[src/rtl/avalon_mm_master_pkg.sv]
// rtl/avalon_mm_master_pkg.sv - shared state encoding and byte-enable constants for the Avalon-MM master
package avalon_mm_master_pkg;

  typedef enum logic [1:0] {
    ST_IDLE  = 2'd0,
    ST_READ  = 2'd1,
    ST_WRITE = 2'd2,
    ST_RESP  = 2'd3
  } state_t;

  localparam logic [3:0] BE_ALL  = 4'b1111;
  localparam logic [3:0] BE_NONE = 4'b0000;

endpackage

[src/rtl/avalon_wait_timer.sv]
// rtl/avalon_wait_timer.sv - counts stalled bus cycles and flags the one that hits the limit
module avalon_wait_timer #(
  parameter int TIMEOUT_CYCLES = 1024
) (
  input  logic clk,
  input  logic reset,
  input  logic clear,
  input  logic enable,
  output logic expired
);

  localparam int CW = (TIMEOUT_CYCLES > 0) ? $clog2(TIMEOUT_CYCLES + 1) : 1;
  localparam logic [CW-1:0] LAST = (TIMEOUT_CYCLES > 0) ? CW'(TIMEOUT_CYCLES - 1) : '0;

  logic [CW-1:0] count;

  always_ff @(posedge clk) begin
    if (reset || clear) begin
      count <= '0;
    end else if (enable) begin
      count <= count + 1'b1;
    end
  end

  // Fires on the stalled cycle whose edge brings the count up to the limit,
  // so the strobe is low the cycle after the counter reaches TIMEOUT_CYCLES.
  assign expired = (TIMEOUT_CYCLES != 0) && enable && (count == LAST);

endmodule

[src/rtl/avalon_mm_master.sv]
// rtl/avalon_mm_master.sv - single-outstanding CPU-to-Avalon-MM bridge with stall timeout
module avalon_mm_master
  import avalon_mm_master_pkg::*;
#(
  parameter int TIMEOUT_CYCLES = 1024
) (
  input  logic        clk,
  input  logic        reset,
  input  logic        req_valid,
  output logic        req_ready,
  input  logic        req_write,
  input  logic [31:0] req_addr,
  input  logic [31:0] req_wdata,
  input  logic [3:0]  req_byteen,
  output logic        resp_valid,
  output logic [31:0] resp_rdata,
  output logic        resp_err,
  output logic [31:0] address,
  output logic        read,
  output logic        write,
  input  logic        waitrequest,
  output logic [31:0] writedata,
  output logic [3:0]  byteenable,
  input  logic [31:0] readdata
);

  state_t state, next_state;
  logic   timer_clear, timer_en, expired;

  assign timer_clear = (state == ST_IDLE);
  assign timer_en    = (state == ST_READ || state == ST_WRITE) && waitrequest;

  avalon_wait_timer #(.TIMEOUT_CYCLES(TIMEOUT_CYCLES)) u_wait_timer (
    .clk     (clk),
    .reset   (reset),
    .clear   (timer_clear),
    .enable  (timer_en),
    .expired (expired)
  );

  always_ff @(posedge clk) begin
    if (reset) state <= ST_IDLE;
    else       state <= next_state;
  end

  always_comb begin
    next_state = state;
    case (state)
      ST_IDLE: begin
        if (req_valid) begin
          if (!req_write)                   next_state = ST_READ;
          else if (req_byteen == BE_NONE)   next_state = ST_RESP;
          else                              next_state = ST_WRITE;
        end
      end
      ST_READ, ST_WRITE: begin
        if (!waitrequest || expired) next_state = ST_RESP;
      end
      ST_RESP: next_state = ST_IDLE;
      default: next_state = ST_IDLE;
    endcase
  end

  always_comb begin
    req_ready  = (state == ST_IDLE);
    read       = (state == ST_READ);
    write      = (state == ST_WRITE);
    resp_valid = (state == ST_RESP);
  end

  // Bus-side fields are only loaded at acceptance, which keeps them frozen for the whole strobe.
  always_ff @(posedge clk) begin
    if (reset) begin
      address    <= '0;
      writedata  <= '0;
      byteenable <= BE_NONE;
      resp_err   <= 1'b0;
      resp_rdata <= '0;
    end else begin
      if (req_ready && req_valid) begin
        address    <= {req_addr[31:2], 2'b00};
        writedata  <= req_wdata;
        byteenable <= req_write ? req_byteen : BE_ALL;
        resp_err   <= 1'b0;
      end
      if (timer_en && expired) begin
        resp_err   <= 1'b1;
        resp_rdata <= '0;
      end else if (read && !waitrequest) begin
        resp_rdata <= readdata;
      end
    end
  end

endmodule

[config.mk]
export PLATFORM = sky130hd
export DESIGN_NAME = avalon_mm_master
export DESIGN_NICKNAME = d
export VERILOG_FILES = /design/src/rtl/avalon_mm_master_pkg.sv /design/src/rtl/avalon_wait_timer.sv /design/src/rtl/avalon_mm_master.sv
export SDC_FILE = /design/constraint.sdc
export NUM_CORES = 1
export LEC_CHECK = 0
export CAP_MARGIN = 20
export CORE_MARGIN = 4
export CORE_UTILIZATION = 44
export CTS_BUF_LIST = sky130_fd_sc_hd__clkbuf_4 sky130_fd_sc_hd__clkbuf_8
export CTS_CLUSTER_DIAMETER = 150
export DETAILED_ROUTE_END_ITERATION = 8
export PLACE_DENSITY = 0.88
export SLEW_MARGIN = 20
export SYNTH_ARGS = -nofsm -noshare
export SYNTH_HDL_FRONTEND = slang
export SYNTH_SLANG_ARGS = --single-unit
[constraint.sdc]
create_clock -name clk -period 3.4 [get_ports clk]
set_input_delay 0.68 -clock clk [delete_from_list [all_inputs] [get_ports clk]]
set_output_delay 0.68 -clock clk [all_outputs]
set_load 0.02 [all_outputs]
==> run summary <==
WORST SETUP PATH
--------------------------------------------------------------------------------------------------
Crit path max fanout                                                                            32
CP Launch Point                                                                        waitrequest
Req. time, crit path                                                                       3.61 ns
Crit end category                                                                         register
Worst flop-to-flop path startpoint                                                    state[0]$_SDFFE_PP0P_
Cells along the critical path                                                         clkdlybuf4s50_1, nand2_1, or4_4, o21bai_4, a21oi_1
Worst Reg2Reg Path Length in Cells                                                               6
Critical path startpoint category                                                     primary input
Standard cell with the maximum stage delay on the critical path                       sky130_fd_sc_hd__or4_4
Reg2Reg Capture Point                                                                 resp_rdata[25]$_SDFFE_PP0P_
Classification of the worst setup path                                                      in2reg
Last element of the critical path                                                     resp_rdata[25]$_SDFFE_PP0P_
Highest cell delay on the worst timing path                                                0.59 ns
Arrival time of data at the critical path endpoint                                         2.71 ns
Setup slack of the worst register-to-register path                                         0.96 ns

MIN PATH
--------------------------------------------------------------------------------------------------
Worst min-delay path category                                                              reg2reg

LOGIC SYNTHESIS
--------------------------------------------------------------------------------------------------
Count of unique library cells instantiated by Yosys                                             38
Post-synth top flop                                                                   sky130_fd_sc_hd__dfxtp_1
Post-synthesis instance total                                                                  511
Number of storage elements in the synthesis netlist                                            112
Number of enable-type register cells in the synthesized netlist                                  0
Biggest area contributors in the synthesized netlist                                  sky130_fd_sc_hd__dfxtp_1 (55%), sky130_fd_sc_hd__nand2_1 (18%), sky130_fd_sc_hd__a21oi_1 (12%)
Post-Synthesis Cell Area                                                                  4110 um2
Portion of the post-synthesis area used by sequential elements                               54.5%
Synth Warn #                                                                                     0
Most numerous cell types in the synthesized netlist                                   sky130_fd_sc_hd__nand2_1 (199), sky130_fd_sc_hd__dfxtp_1 (112), sky130_fd_sc_hd__a21oi_1 (98)
Post-synthesis area per instance                                                          8.05 um2
Most frequent cell after synthesis                                                    sky130_fd_sc_hd__nand2_1
Async S/R FF share, synth                                                                       0%
Biggest area consumer among synthesized cells                                         sky130_fd_sc_hd__dfxtp_1
Post-synth top area share                                                                    54.5%

DRT
--------------------------------------------------------------------------------------------------
Routed met1 length                                                                         4.77 mm
Routed length per instance                                                                 14.6 um
Total met2 wirelength after detailed routing                                               5.46 mm
Via Count                                                                                    4,076
DRC violation count after routing                                                                0
Total iterations of the first detailed-routing run                                               4
Detail Route met3 WL                                                                       1.36 mm
Number of nets with antenna violations after routing                                             0
Per-cell via count in the routed design                                                       5.01
Top routing layer in use                                                                      met4
Post-detailed-routing wire length                                                          11.9 mm
Number of DRC markers after the initial detailed-route iteration                               132

OUTCOME
--------------------------------------------------------------------------------------------------
Run status                                                                            complete, no violations

GLOBAL ROUTE
--------------------------------------------------------------------------------------------------
Number of global-route vias before repair                                                    4,072
Overflow left after global routing                                                               0
Maximum number of pins on one net before global-route repair                                    44
GRT Total Usage                                                                              21.0%
Number of antenna violations at the first check in global routing                                0
First-pass GRT wire length                                                                 18.9 mm

CTS
--------------------------------------------------------------------------------------------------
Worst-case clock buffer depth                                                                    2
Clock Sink Count                                                                               112
Count of instances resized after the clock tree is built                                         0
Hold-fix buffers at CTS                                                                          0
Postcts setup bufs                                                                               0
H-Tree Depth                                                                                     3
Clock transition time at the flip-flop clock pins of the worst setup and hold paths        0.10 ns
Clock root buffer master                                                              sky130_fd_sc_hd__clkbuf_8
CTS tree                                                                                     built
Number of buffers created by CTS                                                                 9
Latest clock arrival within the worst-skew pair                                            0.37 ns

POWER AND IR DROP
--------------------------------------------------------------------------------------------------
Worst-case vdd ir drop                                                                  0.000362 V
Standby leakage power                                                                      2.30 nW
Power per cell area                                                                     621 nW/um2
Power consumption                                                                        0.00399 W

FLOORPLAN
--------------------------------------------------------------------------------------------------
Ports placed on the boundary                                                                   210
Core area                                                                                 9150 um2
Floorplan die width                                                                         105 um
# rows                                                                                          35
Total die area                                                                          11,000 um2
Chip height                                                                                 105 um
Initial standard-cell utilization of the core                                                44.9%

STA
--------------------------------------------------------------------------------------------------
Fin. max-slew vios                                                                               0
Final hold vios                                                                                  0
Transition time at the pin with the least slew margin                                     0.707 ns
Time the worst path needs with I/O delays and setup                                        2.50 ns
Aggregate negative setup slack                                                                0 ns
Setup-failing EPs final                                                                          0
Relative max-transition margin                                                               52.8%
Setup repair after global routing missed its margin                                          false
Period utilisation layout                                                                    73.6%
Fmax                                                                                       400 MHz
Worst clock skew on the final layout                                                     0.0164 ns

PLACE
--------------------------------------------------------------------------------------------------
HPWL after DPL                                                                             8.97 mm
Number of placed cells counting well taps                                                      798
Weighted congestion reported at the end of routability-driven placement                      0.783
Count of input and output buffers                                                              205

LAYOUT
--------------------------------------------------------------------------------------------------
Layout filler cell count                                                                       668
Final layout net count                                                                         808
Ratio of cells with drive above 1 in the final layout                                        4.69%
Antenna diode count                                                                              0
Synth-to-layout area growth                                                                  56.4%
Final Non-Filler Cells                                                                         814

FLOW RUN
--------------------------------------------------------------------------------------------------
Max-cap check violation count                                                                    0

==> worst max-delay path, delay by kind of cell <==
kind	cells	cell delay (ns)
buffers and inverters	1	0.56
and+or+nand+nor	2	0.75
AOI/OAI and AO/OA	2	0.71
==> state kept, by name, summed over array words and instances (netlist names) <==
register	cells
address	30
byteenable	4
resp_err	1
resp_rdata	32
state	2
u_wait_timer.count	11
writedata	32
==> where the power goes <==
part / leakage [nW] / internal, W / switching (W)
Combinational: 1.28 / 0.000670 / 0.000862
Clock: 0.112 / 0.000380 / 0.000475
Sequential: 0.915 / 0.00151 / 0.0000991
Total: 2.30 / 0.00256 / 0.00144
==> metal layers <==
layer,global-route usage (%),vias to the layer above
met5,0,-
met4,8.43,0
met3,9.51,26
met2,35.1,187
met1,23.2,1845
li1,-,2018
==> logic make-up after synthesis <==
logic type / after synthesis / synth area share (%)
and+or+nand+nor: 243 / 24.5
DFF: 112 / 54.5
AOI/OAI and AO/OA: 104 / 13.3
buffers and inverters: 37 / 4.14
xor gates and xnor gates: 8 / 1.70
adders and majority gates: 5 / 1.52
other: 1 / 0.0912
muxes: 1 / 0.243
==> per-stage QoR <==
step                util [%]  hold WS [ns]  setup slack, ns  area (um2)
global route            70.2         0.475            0.766        6430
global placement        67.8         0.441            0.636        6210
finish                  70.2         0.460            0.898        6430
floorplan                  -         0.449             1.49        4120
CTS                     70.2         0.461            0.886        6430
detailed placement      67.8         0.446            0.539        6210
==> final cells by class <==
cell class	count	area, um2	share of cell area [%]
Clock buffer	10	138	2.14
Tap cell	111	139	2.16
Timing Repair Buffer	210	2110	32.8
Sequential cell	112	2240	34.9
Clock inverter	6	83.8	1.30
Inverter	2	7.51	0.117
Multi-Input combinational cell	363	1710	26.6
==> worst min-delay path by stage <==
stage	depth (start not counted)	slack (ns)	from	end
after CTS	2	0.46	resp_rdata[16]$_SDFFE_PP0P_	resp_rdata[16]$_SDFFE_PP0P_
after global routing	2	0.48	resp_rdata[16]$_SDFFE_PP0P_	resp_rdata[16]$_SDFFE_PP0P_
after global placement	2	0.44	address[13]$_SDFFE_PP0P_	address[13]$_SDFFE_PP0P_
after detailed placement	2	0.45	writedata[25]$_SDFFE_PP0P_	writedata[25]$_SDFFE_PP0P_
final	2	0.46	resp_rdata[18]$_SDFFE_PP0P_	resp_rdata[18]$_SDFFE_PP0P_
after floorplan	2	0.45	u_wait_timer.count[1]$_SDFFE_PP0P_	u_wait_timer.count[1]$_SDFFE_PP0P_
==> placed cells by master (no fill, tap or decap), types with 2 or more instances in the layout <==
cell                              Yosys  routed
sky130_fd_sc_hd__a21oi_1             98      98
sky130_fd_sc_hd__and2_2               1       2
sky130_fd_sc_hd__buf_12               0       2
sky130_fd_sc_hd__buf_4                3       3
sky130_fd_sc_hd__clkbuf_8             0      10
sky130_fd_sc_hd__clkdlybuf4s50_1      0     204
sky130_fd_sc_hd__conb_1               1       2
sky130_fd_sc_hd__dfxtp_1            112     112
sky130_fd_sc_hd__ha_1                 5       5
sky130_fd_sc_hd__inv_1                2       2
sky130_fd_sc_hd__inv_6                0       2
sky130_fd_sc_hd__nand2_1            199     198
sky130_fd_sc_hd__nand3_1              2       2
sky130_fd_sc_hd__nand4_1              2       2
sky130_fd_sc_hd__nor2_1              13      13
sky130_fd_sc_hd__nor3_1               6       6
sky130_fd_sc_hd__nor3b_1              4       4
sky130_fd_sc_hd__o31ai_1              2       2
sky130_fd_sc_hd__or4_1                2       2
sky130_fd_sc_hd__xnor2_1              3       3
sky130_fd_sc_hd__xor2_1               5       5
Power figures use the tool's default switching activity.
